$ cat src/rtl/data_mem_arbiter.sv
// rtl/data_mem_arbiter.sv - data memory arbiter: core priority, bounded-wait grant for an external master
module data_mem_arbiter #(
  parameter int ADDR_WIDTH = 32,
  parameter int DATA_WIDTH = 32,
  parameter int MAX_WAIT   = 4
) (
  input  logic                  clk,
  input  logic                  reset,
  input  logic                  cpu_mem_read,
  input  logic                  cpu_mem_write,
  input  logic [ADDR_WIDTH-1:0] cpu_addr,
  input  logic [DATA_WIDTH-1:0] cpu_wdata,
  output logic [DATA_WIDTH-1:0] cpu_rdata,
  output logic                  cpu_stall,
  input  logic                  ext_req,
  input  logic                  ext_we,
  input  logic [ADDR_WIDTH-1:0] ext_addr,
  input  logic [DATA_WIDTH-1:0] ext_wdata,
  output logic                  ext_gnt,
  output logic [DATA_WIDTH-1:0] ext_rdata,
  output logic                  ext_rvalid,
  output logic [ADDR_WIDTH-1:0] mem_addr,
  output logic [DATA_WIDTH-1:0] mem_wdata,
  output logic                  mem_write,
  output logic                  mem_read,
  input  logic [DATA_WIDTH-1:0] mem_rdata
);

  typedef enum logic {S_CPU, S_FORCE} state_t;

  localparam logic [3:0] MAX_WAIT_C = 4'(MAX_WAIT);

  state_t     state, next_state;
  logic [3:0] wait_cnt, next_wait;
  logic       cpu_req;
  logic       ext_sel;

  assign cpu_req = cpu_mem_read | cpu_mem_write;

  always_ff @(posedge clk or posedge reset) begin
    if (reset) begin
      state    <= S_CPU;
      wait_cnt <= 4'd0;
    end else begin
      state    <= next_state;
      wait_cnt <= next_wait;
    end
  end

  always_comb begin
    next_state = state;
    next_wait  = wait_cnt;
    ext_sel    = 1'b0;
    case (state)
      S_CPU: begin
        if (!ext_req) begin
          next_wait = 4'd0;
        end else if (!cpu_req) begin
          ext_sel   = 1'b1;
          next_wait = 4'd0;
        end else begin
          // core wins; count the loss and force the next cycle once the budget is spent
          next_wait = wait_cnt + 4'd1;
          if (next_wait == MAX_WAIT_C)
            next_state = S_FORCE;
        end
      end
      S_FORCE: begin
        ext_sel    = ext_req;
        next_state = S_CPU;
        next_wait  = 4'd0;
      end
      default: begin
        next_state = S_CPU;
        next_wait  = 4'd0;
      end
    endcase
  end

  assign ext_gnt   = ext_sel;
  assign cpu_stall = ext_sel & cpu_req;
  assign cpu_rdata = mem_rdata;

  always_comb begin
    if (ext_sel) begin
      mem_addr  = ext_addr;
      mem_wdata = ext_wdata;
      mem_write = ext_we;
      mem_read  = ~ext_we;
    end else begin
      mem_addr  = cpu_addr;
      mem_wdata = cpu_wdata;
      mem_write = cpu_mem_write;
      mem_read  = cpu_mem_read;
    end
  end

  always_ff @(posedge clk or posedge reset) begin
    if (reset) begin
      ext_rdata  <= '0;
      ext_rvalid <= 1'b0;
    end else begin
      ext_rvalid <= ext_sel & ~ext_we;
      if (ext_sel && !ext_we)
        ext_rdata <= mem_rdata;
    end
  end

endmodule
$ cat config.mk
export PLATFORM = sky130hd
export DESIGN_NAME = data_mem_arbiter
export DESIGN_NICKNAME = d
export VERILOG_FILES = /design/src/rtl/data_mem_arbiter.sv
export SDC_FILE = /design/constraint.sdc
export NUM_CORES = 1
export LEC_CHECK = 0
export CAP_MARGIN = 20
export CORE_AREA = 4 4 115 117
export CTS_CLUSTER_SIZE = 24
export DETAILED_ROUTE_END_ITERATION = 8
export DIE_AREA = 0 0 119 121
export DONT_BUFFER_PORTS = 1
export GPL_ROUTABILITY_DRIVEN = 0
export PLACE_DENSITY = 0.39
export SYNTH_ARGS = -nofsm -noshare
export SYNTH_HDL_FRONTEND = slang
export SYNTH_SLANG_ARGS = --single-unit
export TNS_END_PERCENT = 20
$ cat constraint.sdc
create_clock -name clk -period 2.5 [get_ports clk]
set_clock_uncertainty 0.05 [all_clocks]
set_input_delay 0.375 -clock clk [delete_from_list [all_inputs] [get_ports clk]]
set_output_delay 0.375 -clock clk [all_outputs]
set_load 0.1 [all_outputs]
==> flow_summary.toml, run 1 <==
[outcome]
status = "finished, final reports clean"

[power_and_ir_drop]
p_int_uw = 1510
peakVddDrop_mv = 0.433
p_per_area_nw_per_um2 = 1220
power.switching_uw = 1980
leakagePower_uw = 0.00121
p_comb_share_pct = 27.0
p_clk_share_pct = 23.7
seqPwrFrac_pct = 49.2
swShare_pct = 56.7

[layout]
fin_util_pct = 23.0
final_cell_count_no_fill = 349
drive_gt1_share_pct = 68.9
syn_to_final_growth_pct = 7.31
fin_area_um2 = 2850
diodes = 0
nNetsFinal = 343

[routing]
drt_wl_total_mm = 7.70
via_count = 1490
firstDrtPassIters = 3
ant_nets = 0
wl_per_cell_um = 22.1
vias_per_cell = 4.27
drt-initial-drc-count = 40
drcViolationCount = 0

[timing]
fmax_mhz = 433
hold_viol = 0
timing.setup.tns_ns = 0
fin_crit_sh_pct = 92.3
drv_slew = 0
worst_hold_slack_ns = 0.0521
grt_setup_unrepaired = "false"
setup_viol = 0
period_needed_ns = 2.31
tightest_slew_ns = 0.917
slew_headroom_pct = 38.9

[worst_setup_path]
r2r_cells = 4
cp.arrival_ns = 1.88
r2r_slack_ns = 0.88
crit-reg2reg-launch = "state"
reg2reg_to = "ext_rdata[2]"
cp-endpoint = "mem_wdata[19]"
path_class = "flop to output port"
critPathLaunch = "state"
path_max_fanout = 31
startpoint_type = "flop"
end_kind = "output port"
required_ns = 2.08

[logic_synthesis]
ys_warn_count = 0
synth_area_um2 = 2650
yosysUniqueCellTypes = 24
ys_ff_latch = 38
synth_top_cell_area_share_pct = 35.8
synth.top_cells.by_count = "mux2_2, dfrtp_1, buf_4"
yosysMostFrequentCell = "mux2_2"
synth_edf_count = 0
async_flop_share_pct = 100
synth_largest_area_cell = "dfrtp_1"
synth-main-ff-cell = "dfrtp_1"
synth_area_leaders = "dfrtp_1, mux2_2, mux2_4"
ys_seq_area_share_pct = 35.8
postSynthAreaPerCell_um2 = 13.4
synth_nets = 365
synth_cells = 198

[clock_network]
clk_transition_reported_paths_ns = 0.06
cts_max_path_buffers = 2
post_cts_buffers = 0
ctsRootBufferMaster = "clkbuf_16"
ctsHoldBuffers = 0
cts_buffers = 5
cts.sinks = 38
post_cts_resized = 0
cts_tree = "done"
ctsHtreeMaxLevel = 2
insertion_delay_ns = 0.27

[global_routing]
grt_pass1_vias = 1543
grt_max_degree = 39
grt_pass1_wl_mm = 9.91
track_usage_pct = 9.23
antenna_found_initial = 0
globalRouteOverflowTotal = 0

[floorplanning]
die-height_um = 121
die-width_um = 119
ios = 299
core_area_um2 = 12400
fp-row-count = 41
die_area_um2 = 14400
start_util_pct = 21.5

[placement]
hpwl_mm = 6.50
dp.cells = 341
portBuffers = 0
place_area_um2 = 2650

[flow_run]
drv_cap = 0

[worst_hold_path]
min_path_type = "input pin to async pin"
==> cell families (layout without fill, tap and decap cells) <==
kind of cell	after synthesis	count (layout)	share of synthesized area (%)
flops	38	38	35.8
buf+inv	46	25	14.6
xor+xnor	2	2	0.660
simple gates	11	11	2.59
compound gates	4	4	1.27
fa+ha+maj	1	1	0.472
mux	96	96	44.6
==> power by group through the flow <==
stage	combinational [uW]	sequential [uW]	clock, uW
finish	942	1720	827
global route	970	1730	878
CTS	951	1720	856
detailed placement	950	1730	0
global placement	943	1740	0
floorplan	1120	1700	0
==> layer usage <==
| layer | up-vias | global-route usage [%] | routed length [um] |
|---|---|---|---|
| li1 | 615 | - | - |
| met1 | 731 | 11.3 | 2900 |
| met2 | 140 | 15.6 | 3980 |
| met3 | 4 | 3.08 | 771 |
| met4 | 0 | 2.32 | 53 |
| met5 | - | 0 | 0 |
==> layout make-up <==
type	instances	area, um^2
Clock buffer	5	125
Clock inverter	3	68.8
Fill cell	1277	9520
Inverter	4	17.5
Multi-Input combinational cell	114	1320
Sequential cell	38	951
Tap cell	172	215
Timing Repair Buffer	13	148
==> critical path: stages, from the launching register on <==
cell and delay, ns:
dfrtp_1 0.33, o21bai_2 0.14, nand2_2 0.11, inv_4 0.18, buf_12 0.23, mux2_2 0.58
==> registers in the layout (all words and copies together) (netlist names) <==
signal and cells:
ext_rdata 32, wait_cnt 4, ext_rvalid 1, state 1
==> how the worst min path moves through the flow <==
stage                     slack, ns  depth (start not counted)        start            to
after global placement         0.37                          2        reset  ext_rdata[9]
after global routing           0.11                          2        reset  ext_rdata[9]
after detailed placement       0.37                          2        reset  ext_rdata[9]
after CTS                      0.07                          2        reset  ext_rdata[9]
after floorplan                0.38                          1  wait_cnt[3]         state
final                          0.05                          2        reset  ext_rdata[9]
==> placed cells by master (no fill, tap or decap), types with 2 or more instances in the layout <==
| master | count |
|---|---|
| dfrtp_1 | 38 |
| buf_12 | 4 |
| mux2_1 | 2 |
| inv_1 | 3 |
| buf_4 | 9 |
| mux2_2 | 67 |
| clkbuf_16 | 5 |
| nor2_1 | 4 |
| mux2_4 | 27 |
| bufinv_16 | 2 |
==> metrics by stage <==
stage / setup slack (ns) / total power (uW)
detailed placement: 0.378 / 2680
CTS: 0.180 / 3530
floorplan: 0.167 / 2830
global route: 0.114 / 3580
finish: 0.192 / 3490
global placement: 0.393 / 2680
Note: power is estimated with default switching activity, not from simulation.
==> inputs of run 2 (changes only) <==
--- a/config.mk
+++ b/config.mk
@@ -14,3 +14,3 @@
 export GPL_ROUTABILITY_DRIVEN = 0
-export PLACE_DENSITY = 0.39
+export RECOVER_POWER = 50
 export SYNTH_ARGS = -nofsm -noshare
==> constraint.sdc (replaced) <==
create_clock -name clk -period 2.5 [get_ports clk]
set_clock_uncertainty 0.05 [all_clocks]
set_input_delay 0.25 -clock clk [delete_from_list [all_inputs] [get_ports clk]]
set_output_delay 0.25 -clock clk [all_outputs]
set_load 0.1 [all_outputs]
==> flow_summary.toml, run 2 (synthesized netlist as in run 1, its figures left out) <==
[power_and_ir_drop]
peakVddDrop_mv = 0.446
leakagePower_uw = 0.00114
power_uw = 3270
p_per_area_nw_per_um2 = 1200

[timing]
fmax_mhz = 417
drv_slew = 0
grt_setup_unrepaired = "false"
setup_viol = 0
worst_hold_slack_ns = -0.00853
fin_crit_sh_pct = 95.9
period_needed_ns = 2.40
slew_headroom_pct = 38.3
hold_viol = 23
tightest_slew_ns = 0.926
fin_ws_ns = 0.102
timing.setup.tns_ns = 0

[worst_setup_path]
startpoint_type = "flop"
path_class = "flop to output port"
required_ns = 2.20
end_kind = "output port"
cp.arrival_ns = 2.10
path_max_fanout = 47

[global_routing]
grt_max_degree = 48
globalRouteOverflowTotal = 0
antenna_found_initial = 1
grt_pass1_vias = 1643
track_usage_pct = 9.82
grt_pass1_wl_mm = 10.5

[outcome]
status = "finished, violations left"
violations = "negative hold slack"

[clock_network]
ctsHoldBuffers = 0
post_cts_buffers = 0
clk_transition_reported_paths_ns = 0.06
cts.sinks = 38
ctsRootBufferMaster = "clkbuf_16"
insertion_delay_ns = 0.27
ctsHtreeMaxLevel = 2
cts_max_path_buffers = 2
cts_tree = "done"
cts_buffers = 5
post_cts_resized = 0

[floorplanning]
core_area_um2 = 12400
start_util_pct = 21.5
fp-row-count = 41
die-height_um = 121
die_area_um2 = 14400
ios = 299
die-width_um = 119

[layout]
reg_top3 = "ext_rdata x32, wait_cnt x4"
layout_common_cells = "mux2_2, dfrtp_1, mux2_4"
largest_reg_flops = 32
mostFrequentLayoutCell = "mux2_2"
largest_register = "ext_rdata"
diodes = 0
nNetsFinal = 338
syn_to_final_growth_pct = 2.50
final_cell_count_no_fill = 344
drive_gt1_share_pct = 66.9

[routing]
drt_wl_total_mm = 7.89
via_count = 1465
drcViolationCount = 0
vias_per_cell = 4.26
firstDrtPassIters = 3
drt-initial-drc-count = 35
ant_nets = 0
wl_per_cell_um = 22.9

[worst_hold_path]
min_path_type = "input pin to async pin"

[placement]
hpwl_mm = 6.88
dp.cells = 336
portBuffers = 0
pre_cts_ws_ns = 0.402

[flow_run]
drv_cap = 0
## run 2: cell count changes in the layout (fill, tap and decap cells not counted), moves of 2 or more
cell	previous run	this run
buf_4	9	4
buf_12	4	1
bufinv_16	2	0
clkbuf_1	0	2
## run 2: layout make-up
type,count,area (um^2)
fillers,1311,9640
multi-input cells,114,1320
flip-flops and latches,38,951
well taps,172,215
clock buffers,6,139
repair buffers,8,62.6
inverters,4,17.5
clock inverters,2,12.5
## run 2: worst paths after layout
kind / start / endpoint / slack, ns / cells after the start
setup reg to reg: state / ext_rdata[16] / 0.57 / 4
hold reg to reg: wait_cnt[3] / state / 0.40 / 1
min in group clk: mem_rdata[23] / ext_rdata[23] / 0.06 / 1
setup / recovery: state / mem_wdata[7] / 0.10 / 5
hold / removal: reset / ext_rdata[20] / -0.009 / 1
max in group asynchronous: reset / ext_rdata[28] / 1.54 / 2
## run 2: metal layers
metal  share of wire (%)  up-vias  GRT usage (%)
met5                   0        -              0
met4                0.81        0           2.39
met3                  11        6           3.87
met2                  51      145           16.9
met1                  37      709           11.5
li1                    -      605              -
## run 2: where the power goes
part	switching (uW)	leakage (uW)	internal [uW]	total, uW
combinational	717	0.000600	203	920
clock	235	0.0000729	394	629
sequential	1000	0.000465	718	1720
total	1950	0.00114	1320	3270
## run 2: worst max-delay path: stages (launching register included)
cell and delay, ns:
dfrtp_1 0.33, o21bai_2 0.15, nand2_2 0.12, inv_4 0.28, buf_12 0.29, mux2_2 0.60
## run 2: stage by stage
stage	util, %	area (um^2)
after floorplan	-	2660
after global routing	22.0	2720
after CTS	22.1	2730
after detailed placement	20.8	2580
after global placement	20.8	2580
final	22.0	2720
==> inputs of run 3 (changes only) <==
- CORE_AREA: 4 4 115 117 -> 4 4 114 116
- DIE_AREA: 0 0 119 121 -> 0 0 118 120
==> flow_summary.toml, run 3 (synthesized netlist as in run 1, its figures left out) <==
[outcome]
status = "finished, final reports clean"

[floorplanning]
fp-row-count = 40
die-width_um = 118
core_area_um2 = 11900
die-height_um = 120
ios = 299
start_util_pct = 22.3
die_area_um2 = 14200

[layout]
mostFrequentLayoutCell = "mux2_2"
final_cell_count_no_fill = 319
syn_to_final_growth_pct = 2.31
largest_register = "ext_rdata"
reg_top3 = "ext_rdata x32, wait_cnt x4"
layout_common_cells = "mux2_2, dfrtp_1, mux2_4"
largest_reg_flops = 32
drive_gt1_share_pct = 66.7
nNetsFinal = 338

[timing]
timing.setup.tns_ns = 0
setup_viol = 0
period_needed_ns = 2.35
drv_slew = 0
slew_headroom_pct = 35.8
fin_crit_sh_pct = 94.2
fin_ws_ns = 0.146
fmax_mhz = 425
tightest_slew_ns = 0.963
hold_viol = 0
grt_setup_unrepaired = "false"

[routing]
wl_per_cell_um = 26.2
firstDrtPassIters = 4
drt-initial-drc-count = 57
drcViolationCount = 0
via_count = 1486
drt_wl_total_mm = 8.35
ant_nets = 0
vias_per_cell = 4.66

[worst_setup_path]
crit_chain = "o21bai_2, nand2_2, inv_4, buf_12, mux2_2"
critPathSlowestCell = "mux2_2"
cp.arrival_ns = 2.05
crit_buf_inv = 2
cpPeakStageDelay_ns = 0.61
r2r_cells = 4
r2r_slack_ns = 0.62
end_kind = "output port"
reg2reg_to = "ext_rdata[12]"
critPathTopFamily = "multiplexers"
path_class = "flop to output port"
path_max_fanout = 54
required_ns = 2.20
startpoint_type = "flop"
crit-reg2reg-launch = "state"

[clock_network]
cts_tree = "done"
ctsRootBufferMaster = "clkbuf_16"
post_cts_resized = 0
cts.sinks = 38
cts_max_path_buffers = 2
insertion_delay_ns = 0.27
cts_buffers = 5
ctsHtreeMaxLevel = 2
clk_transition_reported_paths_ns = 0.05

[power_and_ir_drop]
peakVddDrop_mv = 0.534
p_per_area_nw_per_um2 = 1240
leakagePower_uw = 0.00115

[flow_run]
drv_cap = 0

[placement]
portBuffers = 0
pre_cts_ws_ns = 0.455
dp.cells = 310
hpwl_mm = 7.24

[worst_hold_path]
hold-path-endpoint = "ext_rdata[27]"
hp-start = "mem_rdata[27]"
min_path_type = "input pin to flop"
whs_path_depth = 1

[global_routing]
grt_pass1_vias = 1573
globalRouteOverflowTotal = 0
antenna_found_initial = 3
grt_max_degree = 55
track_usage_pct = 10.8
grt_pass1_wl_mm = 11.5
run 3: layout make-up:
cell class	count	area (um^2)
Timing Repair Buffer	8	68.8
Clock inverter	1	30.0
Sequential cell	38	951
Tap cell	147	184
Multi-Input combinational cell	114	1320
Inverter	4	17.5
Clock buffer	6	139
Antenna cell	1	2.50
Fill cell	1261	9200
run 3: worst max path at each step:
stage | from | to | slack (ns) | cells past startpoint
after floorplan | state | mem_read | 0.36 | 6
after global placement | state | mem_wdata[23] | 0.50 | 5
after detailed placement | state | mem_wdata[23] | 0.46 | 5
after CTS | state | mem_wdata[23] | 0.16 | 5
after global routing | state | mem_wdata[23] | 0.06 | 5
final | state | mem_wdata[23] | 0.15 | 5
run 3: power by group:
part | internal [uW] | switching (uW) | leakage [uW] | total (uW)
logic | 204 | 722 | 0.000603 | 925
registers | 718 | 998 | 0.000465 | 1720
clock network | 492 | 221 | 0.0000829 | 712
run 3: what timing repair did:
item	in CTS	in global routing
hold endpoints to repair	20	0
hold buffers	1	0
buffers inserted	0	0
run 3: layer usage:
layer  GRT usage (%)  vias to the layer above  share of wire (%)
li1                -                      608                  -
met1            11.5                      717                 34
met2            17.3                      144                 50
met3            7.16                       13                 15
met4            3.37                        4                1.4
met5               0                        -               0.25
run 3: per-stage QoR:
step | utilization (%) | power [uW] | instance area [um^2] | hold WS (ns)
global route | 22.8 | 3450 | 2710 | 0.0558
global placement | 21.3 | 2650 | 2540 | 0.244
CTS | 22.8 | 3390 | 2720 | 0.0598
detailed placement | 21.3 | 2660 | 2540 | 0.248
finish | 22.8 | 3350 | 2710 | 0.0637
floorplan | - | 2830 | 2660 | 0.332
run 3: worst register-to-register path, stage by stage (launching register included):
cell and delay (ns):
dfrtp_1 0.36, o21bai_2 0.22, nand3b_4 0.09, clkbuf_2 0.62
mux2_2 0.43
